===== src/rtl/bin2bcd_seq.sv =====
// ----------------------------------------------------------------------------
// bin2bcd_seq
//   Sequential binary-to-BCD converter using shift-and-add-3 (double dabble).
//   Processes one input bit per clock. A conversion is requested with start
//   while ready=1. The result appears WIDTH edges after the accepting edge,
//   together with a one-cycle valid pulse. The result is then held until the
//   next valid pulse.
//
// Parameters
//   WIDTH    binary input width in bits (>= 2)
//   DIGITS   number of BCD output digits; bcd_out is 4*DIGITS bits wide
//
// Ports
//   clk       in   rising-edge clock
//   rst_n     in   asynchronous active-low reset
//   start     in   conversion request, sampled only while ready=1
//   bin_in    in   value to convert, captured on the accepting edge
//   ready     out  1 while idle and able to accept start
//   valid     out  one-cycle pulse: bcd_out/overflow/neg were just updated
//   bcd_out   out  result; digit 0 is in [3:0]
//   overflow  out  the result did not fit in DIGITS digits; bcd_out holds
//                  the low-order digits
//   neg       out  sign of the input (signed build only, else constant 0)
//
// Build option
//   SIGNED_INPUT_EN  when defined, bin_in is two's complement. The magnitude
//                    is converted and the sign is reported on neg. When
//                    undefined, no negation logic is built.
// ----------------------------------------------------------------------------
module bin2bcd_seq #(
    parameter int WIDTH  = 8,
    parameter int DIGITS = 3
) (
    input  logic                  clk,
    input  logic                  rst_n,
    input  logic                  start,
    input  logic [WIDTH-1:0]      bin_in,
    output logic                  ready,
    output logic                  valid,
    output logic [4*DIGITS-1:0]   bcd_out,
    output logic                  overflow,
    output logic                  neg
);

    localparam int                BCD_W      = 4 * DIGITS;
    localparam int                CNT_W      = $clog2(WIDTH + 1);
    localparam logic [CNT_W-1:0]  LAST_COUNT = CNT_W'(WIDTH);

    typedef enum logic [1:0] {
        IDLE  = 2'd0,
        SHIFT = 2'd1,
        DONE  = 2'd2
    } state_t;

    state_t             state;
    state_t             state_next;

    logic [WIDTH-1:0]   bin_sr;
    logic [BCD_W-1:0]   bcd_sr;
    logic [CNT_W-1:0]   count;
    logic               ovf_sticky;

    logic [WIDTH-1:0]   bin_mag;
    logic [BCD_W-1:0]   bcd_adj;
    logic [BCD_W-1:0]   bcd_shifted;
    logic [WIDTH-1:0]   bin_shifted;
    logic               shift_carry;
    logic [CNT_W-1:0]   count_next;
    logic               accept;
    logic               last_shift;

    // ------------------------------------------------------------------
    // Input magnitude
    // ------------------------------------------------------------------
`ifdef SIGNED_INPUT_EN
    // The most-negative input negates to itself. Read as unsigned, that is
    // exactly +2^(WIDTH-1), so no extra bit is needed.
    assign bin_mag = bin_in[WIDTH-1] ? WIDTH'(-bin_in) : bin_in;
`else
    assign bin_mag = bin_in;
`endif

    // ------------------------------------------------------------------
    // One double-dabble step: add 3 to every digit >= 5, then shift
    // {bcd, bin} left by one. The bit leaving the top digit is the carry
    // into a digit that does not exist, which is what overflow means.
    // ------------------------------------------------------------------
    // NOTE: every signal written in an always_comb block gets a default
    // value first. Otherwise some path leaves it unassigned and a latch is
    // inferred.
    always_comb begin
        bcd_adj = bcd_sr;
        for (int i = 0; i < DIGITS; i++) begin
            if (bcd_sr[4*i +: 4] >= 4'd5) begin
                bcd_adj[4*i +: 4] = bcd_sr[4*i +: 4] + 4'd3;
            end
        end
    end

    assign {shift_carry, bcd_shifted, bin_shifted} = {bcd_adj, bin_sr, 1'b0};

    assign count_next = count + CNT_W'(1);
    assign accept     = (state == IDLE) && start;
    assign last_shift = (state == SHIFT) && (count_next == LAST_COUNT);

    // ------------------------------------------------------------------
    // FSM
    // ------------------------------------------------------------------
    // NOTE: sequential state is updated with non-blocking assignments (<=).
    // Every register then samples the values from before the edge, whatever
    // order the blocks run in.
    always_ff @(posedge clk or negedge rst_n) begin
        if (!rst_n) begin
            state <= IDLE;
        end else begin
            state <= state_next;
        end
    end

    always_comb begin
        state_next = state;
        unique case (state)
            IDLE:    if (start)      state_next = SHIFT;
            SHIFT:   if (last_shift) state_next = DONE;
            DONE:                    state_next = IDLE;
            default:                 state_next = IDLE;
        endcase
    end

    // The handshake outputs come straight from the state register, so
    // there is no combinational path from the inputs to the outputs.
    assign ready = (state == IDLE);
    assign valid = (state == DONE);

    // ------------------------------------------------------------------
    // Datapath
    // ------------------------------------------------------------------
    always_ff @(posedge clk or negedge rst_n) begin
        if (!rst_n) begin
            bin_sr     <= '0;
            bcd_sr     <= '0;
            count      <= '0;
            ovf_sticky <= 1'b0;
            bcd_out    <= '0;
            overflow   <= 1'b0;
        end else if (accept) begin
            bin_sr     <= bin_mag;
            bcd_sr     <= '0;
            count      <= '0;
            ovf_sticky <= 1'b0;
        end else if (state == SHIFT) begin
            bin_sr     <= bin_shifted;
            bcd_sr     <= bcd_shifted;
            count      <= count_next;
            ovf_sticky <= ovf_sticky | shift_carry;
            // The final shift result is taken from the combinational step.
            // That way bcd_out is loaded on the same edge as DONE is entered.
            if (last_shift) begin
                bcd_out  <= bcd_shifted;
                overflow <= ovf_sticky | shift_carry;
            end
        end
    end

`ifdef SIGNED_INPUT_EN
    logic neg_cap;

    always_ff @(posedge clk or negedge rst_n) begin
        if (!rst_n) begin
            neg_cap <= 1'b0;
            neg     <= 1'b0;
        end else begin
            if (accept)     neg_cap <= bin_in[WIDTH-1];
            if (last_shift) neg     <= neg_cap;
        end
    end
`else
    assign neg = 1'b0;
`endif

endmodule

===== config.mk =====
export PLATFORM = sky130hd
export DESIGN_NAME = bin2bcd_seq
export DESIGN_NICKNAME = d
export VERILOG_FILES = /design/src/rtl/bin2bcd_seq.sv
export SDC_FILE = /design/constraint.sdc
export NUM_CORES = 1
export LEC_CHECK = 0
export ABC_CLOCK_PERIOD_IN_PS = 2000
export BUFFER_PORTS_ARGS = -buffer_cell sky130_fd_sc_hd__buf_4
export CAP_MARGIN = 20
export CORE_MARGIN = 3
export CORE_UTILIZATION = 35
export CTS_BUF_LIST = sky130_fd_sc_hd__clkbuf_4
export CTS_CLUSTER_DIAMETER = 120
export DETAILED_ROUTE_END_ITERATION = 12
export GPL_ROUTABILITY_DRIVEN = 0
export MAX_ROUTING_LAYER = met4
export PLACE_DENSITY = 0.53
export SLEW_MARGIN = 10
export SYNTH_ARGS = -nofsm -noshare
export SYNTH_HDL_FRONTEND = slang
export SYNTH_SLANG_ARGS = --single-unit

===== constraint.sdc =====
create_clock -name clk -period 2 [get_ports clk]
set_clock_uncertainty 0.2 [all_clocks]
set_input_delay 0 -clock clk [delete_from_list [all_inputs] [get_ports clk]]
set_output_delay 0 -clock clk [all_outputs]
set_load 0.01 [all_outputs]

==> qor.yml <==
rsz0062_at_grt: "false"
route.met3.wl_um: 158
fin_crit_sh_pct: 96.0
worst_ep_required_time_ps: 2050
wirelength_mm: 4.10
dr.pass1.iters: 4
cts_tree: "built"
coreArea_mm2: 0.00557
worstPathCellList: "ha_2 > nor2_2 > nand4_1 > o21ai_4 > buf_4 > mux2_2"
async_flop_share_pct: 100
clock_latency_ps: 350
combinationalPowerShare_pct: 48.6
cts.sinks: 40
finalHoldViolCount: 0
grt_overflow_total: 0
slew_headroom_pct: 65.7
grt_max_degree: 41
grt_pass1_wl_mm: 6.84
die_w_um: 82.3
startpoint_type: "flop"
cts_buffers: 5
cts.clk_slew.worst_paths_ps: 130
wire_per_inst_um: 13.7
worstPathMaxFanout: 6
switchingPower_w: 0.00148
boundaryPins: 27
outcome: "completed"
avgViaCountPerCell: 4.88
port_buffers: 25
syn_avg_cell_area_um2: 11.1
cts-root-buf: "clkbuf_4"
place_area_mm2: 0.00229
num_vias: 1464
drc: 0
ant_nets: 0
start_util_pct: 36.6
critPathSlowestCell: "dfrtp_2"
fmax_mhz: 521
hold_path_class: "input port to flop"
layout.cells.non_filler: 300
worstPathArrival_ps: 1970
yosysSeqAreaShare_pct: 49.1
finalSetupViolCount: 0
row_count: 27
top_layer_used: "met4"
die_h_um: 82.3
finalNetCount: 246
pwr-share-seq_pct: 37.5
grt.total_usage_pct: 13.8
p_sw_share_pct: 38.2
period_minus_slack_ps: 1920
dpl.hpwl_mm: 2.71
h-tree-depth: 2
dp_cells: 278
intPower_w: 0.00240
grt_pass1_vias: 1428
netlist-cell-type-count: 35
drv_slew: 0
syn_inst: 184
yosys_warnings: 0
drive_gt1_share_pct: 27.2
ir_worst_vdd_uv: 557
route.met2.wl_mm: 1.85
p_leak_nw: 1.18
design.die.area_mm2: 0.00677
n_fill_cell: 546
end_kind: "flop"
synth_area_mm2: 0.00204
drv_cap: 0
area_growth_pct: 23.4
clock_path_buffers: 2
powerDensity_mw_per_mm2: 1540
wl_met1_mm: 2.05
fin_area_mm2: 0.00251
cp_slowest_stage_delay_ps: 460
antenna_found_initial: 0
synth_nets: 203
synth_top_flop_cell: "dfrtp_1"
ys_ff_latch: 40
finalPower_w: 0.00388
synth_edf_count: 0
clock_power_share_pct: 13.9
diodes: 0
path_class: "flop to flop"
drt_iter0_drc: 33
worstMarginPinSlew_ps: 514
[cell usage in the layout (no fill, tap or decap), drive strengths merged]
cell type    Yosys  final
mux2            11     11
o21bai           1      1
nor3b            3      3
dfrtp           40     40
a22oi            7      7
a2bb2oi          1      1
a31oi            1      1
buf              5     34
xor2             1      1
nor2b            2      2
bufinv           0      1
clkinv           0      1
nand2           21     21
clkbuf           4      5
xnor2            3      3
a21o             1      1
or3b             3      3
a22o            12     12
nor2             3      3
clkinvlp         0      1
ha               8      8
inv             11     11
a211o            1      1
mux2i            6      6
dlygate4sd3      0     11
nand4            2      2
nor3             1      1
nand2b           6      6
o21ai           22     22
a21oi            6      6
nand3            1      1
conb             1      1
[flip-flops by register name, indices dropped and copies added, names as in the netlist]
name,cells
bcd_out,12
bcd_sr,12
bin_sr,8
count,4
overflow,1
ovf_sticky,1
state,2
[layer usage]
| metal | vias up | track usage (%) |
|---|---|---|
| met5 | - | - |
| met4 | 0 | 4.49 |
| met3 | 5 | 3.25 |
| met2 | 24 | 20.8 |
| met1 | 707 | 18.3 |
| li1 | 728 | - |
[worst paths after layout]
check	start	to	slack [ps]	cells after the start
min in group asynchronous	rst_n	bcd_sr[11]	490	3
max	count[0]	bcd_out[5]	80	6
min reg2reg	bin_sr[6]	bin_sr[6]	300	2
max in group asynchronous	rst_n	count[0]	720	3
min	bin_in[6]	bin_sr[6]	270	4
max reg2reg	count[0]	bcd_out[5]	80	6
[worst max-delay path, delay by kind of cell, from the launching register on]
kind	cells	cell delay (ps)
buf+inv	1	170
fa+ha+maj	1	240
compound gates	1	110
flops	1	460
simple gates	2	310
mux	1	330
[cells in the mapped netlist, types with 4 or more instances]
cell type  number  share of area [%]
dfrtp_1        40                 49
nand2_1        21                3.9
o21ai_0        21                5.2
a22o_1         12                5.2
inv_1          11                2.0
ha_1            8                4.9
a22oi_1         7                2.6
a21oi_1         6                1.5
mux2_4          6                4.4
mux2i_1         6                2.9
nand2b_1        6                1.8
mux2_2          5                2.8
clkbuf_1        4               0.74
[cells by family (layout without fill, tap and decap cells)]
logic type                 count (synthesis)  count (layout)  synth area share (%)
AOI/OAI and AO/OA                         52              52                  17.1
xor gates and xnor gates                   4               4                  1.72
adders and majority gates                  8               8                  4.91
buffers and inverters                     20              64                  5.40
DFF                                       40              40                  49.1
muxes                                     17              17                  10.1
other                                      1               1                 0.184
and+or+nand+nor                           42              42                  11.5
[layout make-up]
type | count | area (um2) | area share, %
flip-flops and latches | 40 | 1000 | 39.9
multi-input cells | 124 | 932 | 37.1
repair buffers | 45 | 369 | 14.7
well taps | 72 | 90.1 | 3.58
clock inverters | 3 | 42.5 | 1.69
inverters | 11 | 41.3 | 1.64
clock buffers | 5 | 37.5 | 1.49
[power by group through the flow]
stage | Combinational, W | Sequential, W | Clock, W
4_1_cts | 0.00190 | 0.00145 | 0.000565
6_report | 0.00188 | 0.00145 | 0.000540
3_3_place_gp | 0.00185 | 0.00146 | 0
5_1_grt | 0.00212 | 0.00150 | 0.000601
2_1_floorplan | 0.00131 | 0.00145 | 0
3_5_place_dp | 0.00186 | 0.00146 | 0
[per-stage QoR]
stage | setup TNS (ps) | setup slack [ps] | utilization (%) | hold WS, ps
after global routing | 0 | 19.2 | 45.1 | 291
final | 0 | 79.8 | 45.1 | 272
after CTS | 0 | 0.361 | 44.9 | 256
after detailed placement | -400 | -74.9 | 41.1 | -185
after floorplan | 0 | 117 | - | -496
after global placement | -91.3 | -23.5 | 41.1 | -183
[what timing repair did]
item,in CTS,in global routing
setup buffers,3,0
resized for setup,0,4
pin swaps,1,1
setup endpoints to repair,10,12
hold buffers,11,0
hold endpoints to repair,50,0
Power figures use the tool's default switching activity.
